--- src/rtl/augment_pkg.sv ---
// Shared definitions for the blur ping-pong buffer controller.
//   slot_state_t       : lifecycle of one image slot in the shared BRAM
//   DEFAULT_SLOT1_BASE : default base address of image slot 1 (slot 0 is at 0)
package augment_pkg;

  typedef enum logic [1:0] {
    SLOT_EMPTY   = 2'd0,
    SLOT_FILLING = 2'd1,
    SLOT_FULL    = 2'd2,
    SLOT_READING = 2'd3
  } slot_state_t;

  localparam int unsigned DEFAULT_ADDR_WIDTH = 11;
  localparam int unsigned DEFAULT_DATA_WIDTH = 8;
  localparam logic [10:0] DEFAULT_SLOT1_BASE = 11'd784;

endpackage

--- src/rtl/blur_pingpong_ctrl_if.sv ---
// Bundle of writer, reader, BRAM and debug signals for blur_pingpong_ctrl.
//   writer : wr_addr, wr_data, wr_en, wr_image_done -> wr_slot, wr_stall
//   reader : rd_ack, rd_release, rd_req, rd_addr -> rd_ready, rd_slot, rd_base,
//            rd_gnt, rd_data, rd_data_valid
//   bram   : bram_dout -> bram_addr, bram_din, bram_we (1-cycle read latency)
//   debug  : slot0_state, slot1_state (current state of each slot FSM)
// Handshakes: a slot is claimed when rd_ack is high in a cycle where rd_ready
// is high, and a read is accepted when rd_req is high in a cycle where rd_gnt
// is high; rd_data_valid follows an accepted read by exactly one cycle.
// rd_ack/rd_release/wr_image_done presented without their qualifying condition
// are dropped, never queued.
// Modports: master = writer/reader/BRAM side, slave = controller.
interface blur_pingpong_ctrl_if #(
  parameter int ADDR_WIDTH = 11,
  parameter int DATA_WIDTH = 8
);
  import augment_pkg::*;

  logic [ADDR_WIDTH-1:0] wr_addr;
  logic [DATA_WIDTH-1:0] wr_data;
  logic                  wr_en;
  logic                  wr_image_done;
  logic                  wr_slot;
  logic                  wr_stall;

  logic                  rd_ready;
  logic                  rd_slot;
  logic [ADDR_WIDTH-1:0] rd_base;
  logic                  rd_ack;
  logic                  rd_release;
  logic                  rd_req;
  logic [ADDR_WIDTH-1:0] rd_addr;
  logic                  rd_gnt;
  logic [DATA_WIDTH-1:0] rd_data;
  logic                  rd_data_valid;

  logic [ADDR_WIDTH-1:0] bram_addr;
  logic [DATA_WIDTH-1:0] bram_din;
  logic                  bram_we;
  logic [DATA_WIDTH-1:0] bram_dout;

  slot_state_t           slot0_state;
  slot_state_t           slot1_state;

  modport master (
    output wr_addr, wr_data, wr_en, wr_image_done,
    output rd_ack, rd_release, rd_req, rd_addr,
    output bram_dout,
    input  wr_slot, wr_stall,
    input  rd_ready, rd_slot, rd_base, rd_gnt, rd_data, rd_data_valid,
    input  bram_addr, bram_din, bram_we,
    input  slot0_state, slot1_state
  );

  modport slave (
    input  wr_addr, wr_data, wr_en, wr_image_done,
    input  rd_ack, rd_release, rd_req, rd_addr,
    input  bram_dout,
    output wr_slot, wr_stall,
    output rd_ready, rd_slot, rd_base, rd_gnt, rd_data, rd_data_valid,
    output bram_addr, bram_din, bram_we,
    output slot0_state, slot1_state
  );

endinterface

--- src/rtl/slot_fsm.sv ---
// State machine for one image slot: EMPTY -> FILLING -> FULL -> READING -> EMPTY.
//   clk, reset  : clock, asynchronous active-high reset (to RESET_STATE)
//   fill_start  : writer is pointing at this slot (taken only from EMPTY)
//   fill_done   : writer finished this slot (taken from EMPTY or FILLING)
//   claim       : reader claimed this slot (taken only from FULL)
//   free        : reader released this slot (taken only from READING)
//   state       : current slot state
module slot_fsm import augment_pkg::*; #(
  parameter slot_state_t RESET_STATE = SLOT_EMPTY
) (
  input  logic        clk,
  input  logic        reset,
  input  logic        fill_start,
  input  logic        fill_done,
  input  logic        claim,
  input  logic        free,
  output slot_state_t state
);

  slot_state_t state_q;
  slot_state_t state_d;

  always_ff @(posedge clk or posedge reset) begin
    if (reset) state_q <= RESET_STATE;
    else       state_q <= state_d;
  end

  always_comb begin
    state_d = state_q;
    case (state_q)
      // A done pulse can land before the EMPTY->FILLING step has happened,
      // so EMPTY also accepts it and goes straight to FULL.
      SLOT_EMPTY:   if (fill_done) state_d = SLOT_FULL;
                    else if (fill_start) state_d = SLOT_FILLING;
      SLOT_FILLING: if (fill_done) state_d = SLOT_FULL;
      SLOT_FULL:    if (claim) state_d = SLOT_READING;
      SLOT_READING: if (free) state_d = SLOT_EMPTY;
      default:      state_d = SLOT_EMPTY;
    endcase
  end

  assign state = state_q;

endmodule

--- src/rtl/blur_pingpong_ctrl.sv ---
// Ping-pong controller sharing one BRAM between an image writer and a reader.
// Two slot FSMs track the image slots; the writer fills wr_slot, the reader
// walks slots 0,1,0,... via its pointer (rd_slot). BRAM access is arbitrated
// combinationally with the writer taking priority.
//   clk, reset : clock, asynchronous active-high reset
//   bus        : blur_pingpong_ctrl_if slave (writer, reader, BRAM, debug)
module blur_pingpong_ctrl import augment_pkg::*; #(
  parameter int unsigned           ADDR_WIDTH = DEFAULT_ADDR_WIDTH,
  parameter int unsigned           DATA_WIDTH = DEFAULT_DATA_WIDTH,
  parameter logic [ADDR_WIDTH-1:0] SLOT1_BASE = ADDR_WIDTH'(DEFAULT_SLOT1_BASE)
) (
  input logic                 clk,
  input logic                 reset,
  blur_pingpong_ctrl_if.slave bus
);

  slot_state_t slot0_state, slot1_state, wr_state, ptr_state;
  logic        wr_slot_q, ptr_q, rd_valid_q;
  logic        wr_slot_next, done_eff, ack_eff, release_eff;
  logic        any_reading, stall, ready, gnt;
  logic [1:0]  fill_start, fill_done, claim, free;

  always_comb begin
    wr_state    = wr_slot_q ? slot1_state : slot0_state;
    ptr_state   = ptr_q ? slot1_state : slot0_state;
    any_reading = (slot0_state == SLOT_READING) || (slot1_state == SLOT_READING);
    stall       = !((wr_state == SLOT_EMPTY) || (wr_state == SLOT_FILLING));
    ready       = (ptr_state == SLOT_FULL) && !any_reading;
    done_eff    = bus.wr_image_done && !stall;
    ack_eff     = bus.rd_ack && ready;
    release_eff = bus.rd_release && any_reading;
    wr_slot_next = wr_slot_q ^ done_eff;
    // The writer's next slot starts filling as soon as it is EMPTY; the FSM
    // ignores this while the slot is in any other state.
    fill_start  = {wr_slot_next, !wr_slot_next};
    fill_done   = done_eff ? {wr_slot_q, !wr_slot_q} : 2'b00;
    // Only the pointer slot can be claimed, and the pointer does not move
    // until release, so the READING slot is always the pointer slot.
    claim       = ack_eff ? {ptr_q, !ptr_q} : 2'b00;
    free        = release_eff ? {ptr_q, !ptr_q} : 2'b00;
    gnt         = !bus.wr_en && bus.rd_req && any_reading && !reset;
  end

  always_ff @(posedge clk or posedge reset) begin
    if (reset) begin
      wr_slot_q  <= 1'b0;
      ptr_q      <= 1'b0;
      rd_valid_q <= 1'b0;
    end else begin
      wr_slot_q  <= wr_slot_next;
      ptr_q      <= ptr_q ^ release_eff;
      rd_valid_q <= gnt;
    end
  end

  slot_fsm #(.RESET_STATE(SLOT_FILLING)) u_slot0 (
    .clk        (clk),
    .reset      (reset),
    .fill_start (fill_start[0]),
    .fill_done  (fill_done[0]),
    .claim      (claim[0]),
    .free       (free[0]),
    .state      (slot0_state)
  );

  slot_fsm #(.RESET_STATE(SLOT_EMPTY)) u_slot1 (
    .clk        (clk),
    .reset      (reset),
    .fill_start (fill_start[1]),
    .fill_done  (fill_done[1]),
    .claim      (claim[1]),
    .free       (free[1]),
    .state      (slot1_state)
  );

  assign bus.wr_slot       = wr_slot_q;
  assign bus.wr_stall      = stall;
  assign bus.rd_ready      = ready;
  assign bus.rd_slot       = ptr_q;
  assign bus.rd_base       = ptr_q ? SLOT1_BASE : '0;
  assign bus.rd_gnt        = gnt;
  assign bus.rd_data       = DATA_WIDTH'(bus.bram_dout);
  assign bus.rd_data_valid = rd_valid_q;
  // Writes are blocked while reset is high even though reset is asynchronous.
  assign bus.bram_we       = bus.wr_en && !reset;
  assign bus.bram_addr     = bus.wr_en ? bus.wr_addr : bus.rd_addr;
  assign bus.bram_din      = bus.wr_data;
  assign bus.slot0_state   = slot0_state;
  assign bus.slot1_state   = slot1_state;

endmodule

--- src/flat_wrapper.sv ---
// flat-port wrapper written by rule: the top's interface ports become plain ports
module blur_pingpong_ctrl_flat import augment_pkg::*;
#(
  parameter int unsigned           ADDR_WIDTH = DEFAULT_ADDR_WIDTH,
  parameter int unsigned           DATA_WIDTH = DEFAULT_DATA_WIDTH,
  parameter logic [ADDR_WIDTH-1:0] SLOT1_BASE = ADDR_WIDTH'(DEFAULT_SLOT1_BASE)
)
  (clk, reset, bus_wr_addr, bus_wr_data, bus_wr_en, bus_wr_image_done, bus_rd_ack, bus_rd_release, bus_rd_req, bus_rd_addr, bus_bram_dout, bus_wr_slot, bus_wr_stall, bus_rd_ready, bus_rd_slot, bus_rd_base, bus_rd_gnt, bus_rd_data, bus_rd_data_valid, bus_bram_addr, bus_bram_din, bus_bram_we, bus_slot0_state, bus_slot1_state);
  blur_pingpong_ctrl_if #(.ADDR_WIDTH(ADDR_WIDTH), .DATA_WIDTH(DATA_WIDTH)) bus_i ();
  input logic clk;
  input logic reset;
  input wire logic [$bits(bus_i.wr_addr)-1:0] bus_wr_addr;
  input wire logic [$bits(bus_i.wr_data)-1:0] bus_wr_data;
  input wire logic [$bits(bus_i.wr_en)-1:0] bus_wr_en;
  input wire logic [$bits(bus_i.wr_image_done)-1:0] bus_wr_image_done;
  input wire logic [$bits(bus_i.rd_ack)-1:0] bus_rd_ack;
  input wire logic [$bits(bus_i.rd_release)-1:0] bus_rd_release;
  input wire logic [$bits(bus_i.rd_req)-1:0] bus_rd_req;
  input wire logic [$bits(bus_i.rd_addr)-1:0] bus_rd_addr;
  input wire logic [$bits(bus_i.bram_dout)-1:0] bus_bram_dout;
  output wire logic [$bits(bus_i.wr_slot)-1:0] bus_wr_slot;
  output wire logic [$bits(bus_i.wr_stall)-1:0] bus_wr_stall;
  output wire logic [$bits(bus_i.rd_ready)-1:0] bus_rd_ready;
  output wire logic [$bits(bus_i.rd_slot)-1:0] bus_rd_slot;
  output wire logic [$bits(bus_i.rd_base)-1:0] bus_rd_base;
  output wire logic [$bits(bus_i.rd_gnt)-1:0] bus_rd_gnt;
  output wire logic [$bits(bus_i.rd_data)-1:0] bus_rd_data;
  output wire logic [$bits(bus_i.rd_data_valid)-1:0] bus_rd_data_valid;
  output wire logic [$bits(bus_i.bram_addr)-1:0] bus_bram_addr;
  output wire logic [$bits(bus_i.bram_din)-1:0] bus_bram_din;
  output wire logic [$bits(bus_i.bram_we)-1:0] bus_bram_we;
  output wire logic [$bits(bus_i.slot0_state)-1:0] bus_slot0_state;
  output wire logic [$bits(bus_i.slot1_state)-1:0] bus_slot1_state;
  assign bus_i.wr_addr = bus_wr_addr;
  assign bus_i.wr_data = bus_wr_data;
  assign bus_i.wr_en = bus_wr_en;
  assign bus_i.wr_image_done = bus_wr_image_done;
  assign bus_i.rd_ack = bus_rd_ack;
  assign bus_i.rd_release = bus_rd_release;
  assign bus_i.rd_req = bus_rd_req;
  assign bus_i.rd_addr = bus_rd_addr;
  assign bus_i.bram_dout = bus_bram_dout;
  assign bus_wr_slot = bus_i.wr_slot;
  assign bus_wr_stall = bus_i.wr_stall;
  assign bus_rd_ready = bus_i.rd_ready;
  assign bus_rd_slot = bus_i.rd_slot;
  assign bus_rd_base = bus_i.rd_base;
  assign bus_rd_gnt = bus_i.rd_gnt;
  assign bus_rd_data = bus_i.rd_data;
  assign bus_rd_data_valid = bus_i.rd_data_valid;
  assign bus_bram_addr = bus_i.bram_addr;
  assign bus_bram_din = bus_i.bram_din;
  assign bus_bram_we = bus_i.bram_we;
  assign bus_slot0_state = bus_i.slot0_state;
  assign bus_slot1_state = bus_i.slot1_state;
  blur_pingpong_ctrl #(.ADDR_WIDTH(ADDR_WIDTH), .DATA_WIDTH(DATA_WIDTH), .SLOT1_BASE(SLOT1_BASE)) u_core (.clk(clk), .reset(reset), .bus(bus_i));
endmodule
--- config.mk ---
export PLATFORM = sky130hd
export DESIGN_NAME = blur_pingpong_ctrl_flat
export DESIGN_NICKNAME = d
export VERILOG_FILES = /design/src/rtl/augment_pkg.sv /design/src/rtl/blur_pingpong_ctrl_if.sv /design/src/rtl/slot_fsm.sv /design/src/rtl/blur_pingpong_ctrl.sv /design/src/flat_wrapper.sv
export SDC_FILE = /design/constraint.sdc
export NUM_CORES = 1
export LEC_CHECK = 0
export CAP_MARGIN = 10
export CORE_MARGIN = 3
export CORE_UTILIZATION = 32
export CTS_BUF_LIST = sky130_fd_sc_hd__clkbuf_8
export CTS_CLUSTER_DIAMETER = 80
export DETAILED_ROUTE_END_ITERATION = 10
export GPL_ROUTABILITY_DRIVEN = 0
export PLACE_DENSITY = 0.87
export SLEW_MARGIN = 20
export SYNTH_ARGS = -nofsm -noshare
export SYNTH_HDL_FRONTEND = slang
export SYNTH_HIERARCHICAL = 1
export SYNTH_SLANG_ARGS = --single-unit
--- constraint.sdc ---
create_clock -name clk -period 2.6 [get_ports clk]
set_input_delay 0.52 -clock clk [delete_from_list [all_inputs] [get_ports clk]]
set_output_delay 0.52 -clock clk [all_outputs]
set_load 0.02 [all_outputs]
==> results.txt <==
PD cells = 959 nW/µm²
Final Cycle Share = 0.984
Most frequent cell after synthesis = buf_4
Synth top area share = 0.193
Max Slew Vio Count = 0
Crit. End Element = output port
Ant. Diodes = 0
Final min period = 2.56 ns
Top cell type by total area after synthesis = buf_4
DRT iter0 DRCs = 24
# nets final = 202
Distinct cell type count after synthesis = 21
Final Hold Vio Count = 0
Slowest cell on the critical path = clkdlybuf4s50_1
Via Count = 820
Initial Util = 0.339
Worst Hold Class = reg -> reg
GRT Overall Usage = 0.117
Clk Latency, worst-skew pair = 0.23 ns
Wire length per cell = 13.2 µm
Clock Path Buffers = 2
Max incr delay on CP = 0.53 ns
Mapped Area = 1050 µm²
EDFF count, synth = 0
Final setup fails = 0
First-pass GRT wire length = 3800 µm
Main synth FF type = dfrtp_1
Synth warnings = 6
CTS tree = yes
Clock Sinks = 7
Post-CTS sizing = 3
WP data arrival = 2.04 ns
Critical path class = in -> out
CTS H-tree lvls = 1
Fmax = 391 MHz
Buffers on Ports = 53
Crit start category = input pin
Layout cells sized above 1 = 0.190
Yosys reg bits = 7
Outcome = complete, no violations
Post-CTS Hold Buffers = 0
Inserted Clock Buffers = 3
Worst Path Max Fanout = 13
Util after Layout = 0.495
Crit path required time = 2.08 ns
DP Cell Count = 182
Syn avg cell area = 10.1 µm²
CP cell instances = clkdlybuf4s50_1, buf_12, mux2_4, clkdlybuf4s50_1
Async SR Flop Fraction = 1.00
Antenna Nets Post-Route = 0
I/O pins = 94
Clock Pin Slew Worst Setup and Hold Paths = 0.04 ns
Via density per instance = 4.41
Lkg Pwr = 0.790 nW
Max VDD drop = 0.000376 V
Largest net degree at the start of global routing = 14
Vias in the first global route = 888
Drc violations = 0
Final clock skew = 0.00313 ns
Total die area = 4010 µm²
Main area contributors after synthesis = buf_4 (19%), ha_1 (17%), dfrtp_1 (14%), mux2_4 (14%), inv_1 (6.1%)
Clock root cell = clkbuf_8
Layout area overhead = 46.1%
Core footprint = 3100 µm²
Die width = 63.3 µm
Most used cell, CP = clkdlybuf4s50_1
Cells after synthesis = 104
DRT Pass-1 Iters = 4
FP Rows = 20
Detailed Place HPWL = 2150 µm
Synth top cells by count = buf_4 (27), inv_1 (17), ha_1 (14)
Final non-filler cell total = 186
WL final = 2450 µm
Global route overflow = 0
Setup Fix Bufs, Post-CTS = 0
Number of max-cap violations = 0
Initial antenna violation count = 0
Die Y = 63.3 µm
RSZ-0062 raised after global routing = false
Share of the yosys chip area belonging to registers = 0.168
==> layer usage <==
layer | global-route usage | part of all wire | vias up
met5 | 0 | 0 | -
met4 | 0.0323 | 0.0020 | 0
met3 | 0.0285 | 0.11 | 2
met2 | 0.237 | 0.53 | 61
met1 | 0.116 | 0.36 | 373
li1 | - | - | 384
==> registers in the layout (all words and copies together) (netlist names) <==
register / flops
u_core/u_slot0/state: 2
u_core/u_slot1/state: 2
u_core/bus.rd_data_valid: 1
u_core/bus.rd_slot: 1
u_core/bus.wr_slot: 1
==> cell type report <==
type	count	area [µm²]
fillers	297	1570
well taps	44	55.1
clock buffers	3	41.3
multi-input cells	59	623
clock inverters	1	3.75
flip-flops and latches	7	176
inverters	17	63.8
repair buffers	55	572
==> per-stage QoR <==
step	power, mW	TNS [ns]	setup WS (ns)	hold slack [ns]	cell area [µm²]
finish	1.47	0	0.0410	0.683	1540
global route	1.58	0	0.000413	0.700	1540
CTS	1.48	0	0.00515	0.683	1520
detailed placement	1.33	-0.0528	-0.0465	0.678	1480
global placement	1.27	-0.00898	-0.00898	0.670	1480
floorplan	1.03	0	0.459	0.260	1080
==> cell families after synthesis <==
logic type / count (synthesis) / synth area share
AO/OA/AOI/OAI: 8 / 0.0893
AND/OR/NAND/NOR: 8 / 0.0548
multiplexers: 21 / 0.254
adder cells (fa/ha/maj): 14 / 0.167
other: 1 / 0.00357
flip-flops: 7 / 0.168
buffers and inverters: 45 / 0.264
==> path summary, 6_finish.rpt <==
path,start,endpoint,slack [ns],cells after the start
max reg2reg,u_core/u_slot1/state[1],u_core/u_slot1/state[0],0.43,8
max,bus_wr_en,bus_bram_addr[4],0.04,4
min in group asynchronous,reset,u_core/u_slot0/state[1],0.69,3
max in group asynchronous,reset,u_core/u_slot0/state[0],1.72,3
min,u_core/u_slot0/state[0],u_core/u_slot0/state[0],0.68,1
min reg2reg,u_core/u_slot0/state[0],u_core/u_slot0/state[0],0.68,1
==> critical path: cells and delay by family <==
kind / cells / cell delay, ns
buffers and inverters: 3 / 1.21
muxes: 1 / 0.30
==> report_power, final <==
group          leakage, nW  internal [mW]  switching, mW  total [mW]
Sequential          0.0841          0.171          0.114       0.285
Combinational        0.679          0.555          0.486        1.04
Clock               0.0269          0.102         0.0452       0.147
Total                0.790          0.828          0.645        1.47
==> placed cells by master (no fill, tap or decap) <==
cell             synthesis  layout
o22ai_1                  1       1
clkdlybuf4s50_1          0      43
buf_4                   27       1
ha_1                    14      14
a21oi_2                  2       2
dlymetal6s2s_1           0       7
dfstp_2                  1       1
nor2_1                   1       1
mux2_2                   5       5
a2111oi_2                1       1
buf_12                   0       1
o221a_4                  2       2
clkbuf_8                 0       3
mux2i_1                  6       6
a211oi_1                 1       1
nor2b_1                  2       2
dlygate4sd2_1            0       3
nor4b_2                  1       1
nand3b_1                 1       1
a22oi_1                  1       1
conb_1                   1       8
dfrtp_1                  6       6
nand2b_1                 3       3
mux2_4                  10      10
inv_1                   17      18
Note: power is estimated with default switching activity, not from simulation.
